File: src/rtl/bit_register_file.sv
// DEPTH x DATA_WIDTH register bank: one write port with per-word clear, two async read ports.
// Optional REGFILE_BYPASS_EN forwards same-cycle write/clear data to the read ports.
module bit_register_file_word #(
    parameter int DATA_WIDTH = 16
) (
    input  logic                  clk,
    input  logic                  rst_n,
    input  logic                  we_i,
    input  logic                  clr_i,
    input  logic [DATA_WIDTH-1:0] d_i,
    output logic [DATA_WIDTH-1:0] q_o,
    output logic                  written_o,
    output logic                  written_nxt_o
);
    logic [DATA_WIDTH-1:0] word_q, word_d;
    logic                  written_q, written_d;

    // clear beats load when both target this word
    always_comb begin
        word_d    = word_q;
        written_d = written_q;
        if (clr_i) begin
            word_d    = '0;
            written_d = 1'b0;
        end else if (we_i) begin
            word_d    = d_i;
            written_d = 1'b1;
        end
    end

    always_ff @(posedge clk) begin
        if (!rst_n) begin
            word_q    <= '0;
            written_q <= 1'b0;
        end else begin
            word_q    <= word_d;
            written_q <= written_d;
        end
    end

    assign q_o           = word_q;
    assign written_o     = written_q;
    assign written_nxt_o = written_d;
endmodule

module bit_register_file #(
    parameter int DATA_WIDTH = 16,
    parameter int ADDR_WIDTH = 3
) (
    input  logic                  clk,
    input  logic                  rst_n,
    input  logic                  load,
    input  logic [ADDR_WIDTH-1:0] waddr,
    input  logic [DATA_WIDTH-1:0] in,
    input  logic                  clr,
    input  logic [ADDR_WIDTH-1:0] raddr_a,
    input  logic [ADDR_WIDTH-1:0] raddr_b,
    output logic [DATA_WIDTH-1:0] out_a,
    output logic [DATA_WIDTH-1:0] out_b,
    output logic [ADDR_WIDTH:0]   wr_count
);
    localparam int DEPTH = 2 ** ADDR_WIDTH;

    logic [DEPTH-1:0][DATA_WIDTH-1:0] words;
    logic [DEPTH-1:0]                 written;
    logic [DEPTH-1:0]                 written_nxt;
    logic [DEPTH-1:0]                 sel;
    logic [ADDR_WIDTH:0]              wr_count_q, wr_count_d;

    always_comb begin
        sel        = '0;
        sel[waddr] = 1'b1;
    end

    for (genvar g = 0; g < DEPTH; g++) begin : g_word
        bit_register_file_word #(.DATA_WIDTH(DATA_WIDTH)) u_word (
            .clk          (clk),
            .rst_n        (rst_n),
            .we_i         (load & sel[g]),
            .clr_i        (clr & sel[g]),
            .d_i          (in),
            .q_o          (words[g]),
            .written_o    (written[g]),
            .written_nxt_o(written_nxt[g])
        );
    end

    // count is the popcount of next-state flags so it moves on the same edge
    always_comb begin
        wr_count_d = '0;
        for (int i = 0; i < DEPTH; i++)
            wr_count_d = wr_count_d + {{ADDR_WIDTH{1'b0}}, written_nxt[i]};
    end

    always_ff @(posedge clk) begin
        if (!rst_n) wr_count_q <= '0;
        else        wr_count_q <= wr_count_d;
    end

    assign wr_count = wr_count_q;

`ifdef REGFILE_BYPASS_EN
    always_comb begin
        out_a = words[raddr_a];
        out_b = words[raddr_b];
        if (rst_n && raddr_a == waddr) begin
            if (clr)       out_a = '0;
            else if (load) out_a = in;
        end
        if (rst_n && raddr_b == waddr) begin
            if (clr)       out_b = '0;
            else if (load) out_b = in;
        end
    end
`else
    assign out_a = words[raddr_a];
    assign out_b = words[raddr_b];
`endif

    logic unused;
    assign unused = ^written;
endmodule
File: config.mk
export PLATFORM = sky130hd
export DESIGN_NAME = bit_register_file
export DESIGN_NICKNAME = d
export VERILOG_FILES = /design/src/rtl/bit_register_file.sv
export SDC_FILE = /design/constraint.sdc
export NUM_CORES = 1
export LEC_CHECK = 0
export CORE_MARGIN = 4
export CORE_UTILIZATION = 63
export CTS_CLUSTER_DIAMETER = 60
export CTS_CLUSTER_SIZE = 8
export DETAILED_ROUTE_END_ITERATION = 10
export HOLD_SLACK_MARGIN = 0.1
export PLACE_DENSITY = 0.86
export SKIP_CTS_REPAIR_TIMING = 1
export SLEW_MARGIN = 5
export SYNTH_ARGS = -nofsm -noshare
export SYNTH_HDL_FRONTEND = slang
export SYNTH_SLANG_ARGS = --single-unit
export TNS_END_PERCENT = 30
File: constraint.sdc
create_clock -name clk -period 9 [get_ports clk]
set_input_delay 0.9 -clock clk [delete_from_list [all_inputs] [get_ports clk]]
set_output_delay 0.9 -clock clk [all_outputs]
set_load 0.005 [all_outputs]
==> results of run 1 <==
## flip-flops by register name (all words and copies together), names as in the netlist
signal / flops
g_word.u_word.written_o: 8
g_word.u_word.q_o: 128
wr_count: 4
## final cells by class
class	instances	area [µm²]
Clock buffer	25	485.5
Fill cell	773	3172
Sequential cell	140	2803
Multi-Input combinational cell	549	3979
Tap cell	143	178.9
Clock inverter	7	135.1
Inverter	6	22.52
Timing Repair Buffer	67	643.1
## cell families after synthesis
group	count (synthesis)	share of synthesized area
simple gates	301	0.1719
flops	140	0.3820
compound gates	144	0.1035
xor+xnor	1	0.001194
buf+inv	86	0.07981
fa+ha+maj	7	0.01603
mux	96	0.2456
## layer usage
layer	global-route usage	wire length, µm
met1	0.4178	7964
met2	0.5435	10490
met3	0.08877	2532
met4	0.2150	1172
met5	0	0
## critical path: cells and delay by family
family | cells | cell delay [ps]
simple gates | 2 | 1240
fa+ha+maj | 5 | 2120
compound gates | 1 | 270
buf+inv | 3 | 1030
xor+xnor | 1 | 130
## power groups by stage
stage / logic (mW) / clock network (mW) / registers [mW]
floorplan: 0.109 / 0 / 0.654
global placement: 0.146 / 0 / 0.655
detailed placement: 0.150 / 0 / 0.657
CTS: 0.152 / 0.745 / 0.644
global route: 0.164 / 0.770 / 0.646
finish: 0.156 / 0.749 / 0.644
## per-stage QoR
stage / instance area [µm²] / instances / setup WS, ps / util / total power, mW
6_report: 8247 / 937 / 3602 / 0.7222 / 1.550
5_1_grt: 8247 / 937 / 3381 / 0.7222 / 1.580
4_1_cts: 8247 / 937 / 3671 / 0.7222 / 1.541
3_5_place_dp: 7626 / 905 / 3235 / 0.6679 / 0.8070
2_1_floorplan: 7337 / 775 / 4671 / - / 0.7635
3_3_place_gp: 7626 / 905 / 3381 / 0.6679 / 0.8018
## cells in the final DEF (no fill, tap or decap), drive strengths merged
| cell type | n |
|---|---|
| clkbuf | 25 |
| dfxtp | 140 |
| and4bb | 1 |
| nor2 | 19 |
| a21oi | 129 |
| nor4b | 1 |
| ha | 3 |
| nand2b | 3 |
| bufinv | 4 |
| mux2 | 32 |
| nor4bb | 2 |
| nand4 | 1 |
| and2 | 2 |
| clkinv | 3 |
| nor2b | 1 |
| or2 | 1 |
| o22ai | 7 |
| inv | 6 |
| clkdlybuf4s50 | 60 |
| nand4bb | 3 |
| fa | 4 |
| mux4 | 64 |
| and4b | 3 |
| buf | 7 |
| and4 | 1 |
| or4b | 1 |
| o21ai | 8 |
| nand2 | 259 |
| nand4b | 3 |
| xnor2 | 1 |
## worst min path at each step
stage | endpoint | slack, ps | cells after the start | startpoint
floorplan | g_word[2].u_word.written_o$_SDFF_PN0_ | 430 | 2 | g_word[2].u_word.written_o$_SDFF_PN0_
global placement | g_word[7].u_word.q_o[2]$_SDFFE_PP0P_ | 450 | 2 | g_word[7].u_word.q_o[2]$_SDFFE_PP0P_
detailed placement | g_word[7].u_word.q_o[14]$_SDFFE_PP0P_ | 460 | 2 | g_word[7].u_word.q_o[14]$_SDFFE_PP0P_
CTS | g_word[3].u_word.q_o[8]$_SDFFE_PP0P_ | 470 | 2 | g_word[3].u_word.q_o[8]$_SDFFE_PP0P_
global route | g_word[6].u_word.q_o[14]$_SDFFE_PP0P_ | 490 | 2 | g_word[6].u_word.q_o[14]$_SDFFE_PP0P_
finish | g_word[3].u_word.q_o[8]$_SDFFE_PP0P_ | 470 | 2 | g_word[3].u_word.q_o[8]$_SDFFE_PP0P_
==> results.json, run 1 <==
{
  "chipWidth_um": 115.9,
  "routabilityCongestion": 0.9242,
  "dieArea_um2": 13440,
  "grt_pass1_wl_um": 34460,
  "worstReg2RegStart": "g_word[0].u_word.written_o$_SDFF_PN0_",
  "grt-ovfl-total": 0,
  "cp_max_fo": 20,
  "first_global_vias": 6511,
  "ys_warn_count": 0,
  "h-tree-depth": 4,
  "synthArstFlopShare": 0,
  "worstReg2RegEnd": "wr_count[2]$_SDFF_PN0_",
  "holdCritPathClass": "reg -> reg",
  "min_period_ps": 5398,
  "leakagePower_nw": 2.789,
  "ant_nets": 0,
  "crit_top_cell": "fa_1",
  "fin_nets": 817,
  "die_h_um": 115.9,
  "slowest_stage": "nor4bb_4",
  "rsz0062_at_grt": "no",
  "drv_slew": 0,
  "cp-startpoint": "waddr[0]",
  "whs_ps": 469.3,
  "synth-edff-count": 0,
  "grt_usage": 0.3426,
  "finalSetupTns_ps": 0,
  "clock.fmax_ghz": 0.1853,
  "port_buffers": 64,
  "tightestPinTransition_ps": 1261,
  "ys_top_cells_by_count": "nand2_1 (258), dfxtp_1 (140), a21oi_1 (129)",
  "area_growth_pct": 12.40,
  "cp-end-kind": "register",
  "critPathRequiredTime_ps": 9310,
  "dr_total_vias": 6376,
  "drt-vias-per-instance": 6.805,
  "crit_chain": "clkdlybuf4s50_1 -> nor4bb_4 -> o22ai_1 -> fa_1 -> fa_1 -> fa_1 -> inv_1 -> ha_1 -> inv_1 -> fa_1 -> xnor2_1 -> and2_1",
  "switching_share": 0.2370,
  "num_io_pins": 65,
  "clock_power_share": 0.484,
  "seqPwrFrac": 0.416,
  "setup.worst_path.start_class": "input pin",
  "diodes": 0,
  "power_density_nw_per_um2": 187.9,
  "hold_violations": 0,
  "ys_ff_latch": 140,
  "synth_cell_type_count": 32,
  "ctsLongestPathBuffers": 2,
  "synth_cells": 775,
  "setup_viol_count_final": 0,
  "drtIter0Drc": 789,
  "clkSlewWorstSetupHoldPaths_ps": 60,
  "cts_tree": "yes",
  "initial_utilization": 0.6426,
  "vdd_drop_max_mv": 0.1236,
  "num_rows": 39,
  "core_um2": 11420,
  "drt-pass1-iter-count": 5,
  "route.detailed.drc": 0,
  "grt_max_degree": 33,
  "clockRootBuffer": "clkbuf_16",
  "drive_gt1_frac": 0.1801,
  "pwr-share-comb": 0.101,
  "post-route-period-util": 0.5998,
  "r2r_slack_ps": 5890,
  "cts_buffers": 17,
  "synthFlopType": "dfxtp_1",
  "clock_sinks": 140,
  "wire_per_inst_um": 23.64,
  "status": "finished clean",
  "dpl.hpwl_um": 12870,
  "ys_top_cells_by_area": "dfxtp_1 (38%), mux4_2 (20%), nand2_1 (13%)",
  "insertion_delay_ps": 420,
  "synth_top_area_frac": 0.3820,
  "synth_top_area_cell": "dfxtp_1",
  "yosysMostFrequentCell": "nand2_1",
  "synth_area_um2": 7337,
  "internal_power_mw": 1.182,
  "slew_headroom": 0.1592,
  "crit_end": "wr_count[2]$_SDFF_PN0_",
  "skew_ps": 3.228,
  "synth_area_per_cell_um2": 9.467,
  "max_stage_delay_ps": 1090,
  "rr_worst_depth": 10,
  "wirelength_um": 22160,
  "synthesis.nets": 811,
  "switching_power_mw": 0.3673,
  "critPathKind": "in -> reg",
  "cp.arrival_ps": 5710,
  "antenna_found_initial": 0,
  "max_cap_viol_count": 0,
  "ys_seq_area_frac": 0.3820
}
(Power assumes the default switching activity.)
==> run 2: changes to the inputs <==
- CORE_UTILIZATION: 63 -> 58
- PLACE_DENSITY: 0.86 -> 0.8
- clock period: 9 -> 5 ns (I/O delays scaled with it)
==> run 2 against run 1 <==
Via count is 1.8% lower; power is 67% higher; register-to-register slack worse by 4000 ps; first-iteration DRC count is 14% higher; global-route usage is 2.6 points lower; count of clock-buffer cells in the layout is 4 lower; sequential share of layout area is 0.11 points higher; routed wire length is 1.6% higher; clock skew hardly changed; cell area is 0.33% lower; cell count is 3.0% higher; largest cell class unchanged; combinational power is 81% higher; critical endpoint unchanged.
==> results.json, run 2 (same netlist as run 1, synthesis figures left out) <==
{
  "finalSetupTns_ps": 0,
  "worstReg2RegEnd": "wr_count[2]$_SDFF_PN0_",
  "min_from": "g_word[5].u_word.q_o[1]$_SDFFE_PP0P_",
  "antenna_found_initial": 0,
  "max_cap_viol_count": 0,
  "dpl_worst_slack_ps": 423.6,
  "dp.cells": 935,
  "n_fill_cell": 924,
  "cp-end-kind": "register",
  "chipWidth_um": 120.5,
  "slew_headroom": 0.1871,
  "wire_per_inst_um": 23.33,
  "area_growth_pct": 12.02,
  "dr_total_vias": 6262,
  "clkSlewWorstSetupHoldPaths_ps": 60,
  "largest_reg_flops": 128,
  "power_density_nw_per_um2": 315.5,
  "setup.worst_path.start_class": "input pin",
  "skew_ps": 2.975,
  "wirelength_um": 22510,
  "h-tree-depth": 4,
  "grt-ovfl-total": 0,
  "final_cell_mix": "nand2_1 (258), dfxtp_1 (140), a21oi_1 (129)",
  "cp.arrival_ps": 4500,
  "status": "finished clean",
  "diodes": 0,
  "grt_usage": 0.3169,
  "hold-path-endpoint": "g_word[5].u_word.q_o[1]$_SDFFE_PP0P_",
  "dieArea_um2": 14510,
  "hold_violations": 0,
  "tightestPinTransition_ps": 1212,
  "leakagePower_nw": 2.777,
  "instances_no_fill": 965,
  "fin_nets": 822,
  "critPathKind": "in -> reg",
  "min_path_cells": 2,
  "rr_worst_depth": 10,
  "drive_gt1_frac": 0.1857,
  "drt-pass1-iter-count": 6,
  "clockRootBuffer": "clkbuf_16",
  "vdd_drop_max_mv": 0.2283,
  "num_io_pins": 65,
  "dpl.hpwl_um": 13100,
  "route.detailed.drc": 0,
  "drtIter0Drc": 899,
  "final_common_cell": "nand2_1",
  "worstReg2RegStart": "g_word[0].u_word.written_o$_SDFF_PN0_",
  "insertion_delay_ps": 420,
  "seqCellArea_um2": 2803,
  "setup_viol_count_final": 0,
  "port_buffers": 64,
  "clock_sinks": 140,
  "routabilityCongestion": 0.8479,
  "drt-vias-per-instance": 6.489,
  "grt_pass1_wl_um": 34720,
  "initial_utilization": 0.6008,
  "multiInputGateArea_um2": 3979,
  "min_period_ps": 4184,
  "cts_buffers": 17,
  "fin_util": 0.6731,
  "drv_slew": 0,
  "cp_max_fo": 20,
  "core_um2": 12210,
  "rsz0062_at_grt": "no",
  "total_power_mw": 2.594,
  "r2r_slack_ps": 1930,
  "ctsLongestPathBuffers": 2,
  "cts_tree": "yes",
  "clock.fmax_ghz": 0.2390,
  "post-route-period-util": 0.8368,
  "setup_ws_ps": 815.8,
  "ant_nets": 0,
  "first_global_vias": 6462,
  "critPathRequiredTime_ps": 5310,
  "num_rows": 40,
  "grt_max_degree": 33,
  "die_h_um": 120.5,
  "holdCritPathClass": "reg -> reg"
}
## run 2: cell count changes in the layout (fill, tap and decap cells not counted)
cell,before,now
clkinv_4,0,1
clkbuf_8,3,1
buf_4,3,8
clkbuf_1,5,3
bufinv_16,4,1
clkinv_2,3,7
## run 2: final cells by class
| class | count | share of cell area |
|---|---|---|
| Multi-Input combinational cell | 549 | 0.4841 |
| Clock inverter | 9 | 0.008982 |
| Inverter | 6 | 0.002740 |
| Sequential cell | 140 | 0.3410 |
| Clock buffer | 21 | 0.05480 |
| Timing Repair Buffer | 72 | 0.08281 |
| Tap cell | 168 | 0.02557 |
## run 2: stage by stage
step           area (µm²)  hold WS, ps
2_1_floorplan        7337        426.8
3_3_place_gp         7695        440.2
3_5_place_dp         7695        453.2
4_1_cts              8219        466.3
5_1_grt              8219        484.7
6_report             8219        465.6
## run 2: worst max path at each step
stage,start,end,slack (ps),cells past startpoint
after global placement,waddr[0],wr_count[2]$_SDFF_PN0_,510,12
after global routing,waddr[0],wr_count[2]$_SDFF_PN0_,690,12
after CTS,waddr[0],wr_count[2]$_SDFF_PN0_,840,12
final,waddr[0],wr_count[2]$_SDFF_PN0_,820,12
after floorplan,waddr[1],wr_count[2]$_SDFF_PN0_,1070,14
after detailed placement,waddr[0],wr_count[2]$_SDFF_PN0_,420,12
## run 2: critical path, cell delays in order
cell and delay [ps]:
clkdlybuf4s50_1 910, nor4bb_4 440, o22ai_1 160, fa_1 510, fa_1 530, fa_1 500, inv_1 70, ha_1 160
inv_1 60, fa_1 380, xnor2_1 130, and2_1 150
## run 2: layer usage
metal,wire [µm],track usage
met5,0,0
met4,1382,0.2004
met3,2362,0.09027
met2,10740,0.5065
met1,8023,0.3761
## run 2: where the power goes
part / internal (mW) / switching, mW / leakage, nW
clock network: 0.684 / 0.467 / 0.266
logic: 0.115 / 0.168 / 1.38
registers: 1.14 / 0.0175 / 1.13
total: 1.94 / 0.652 / 2.78
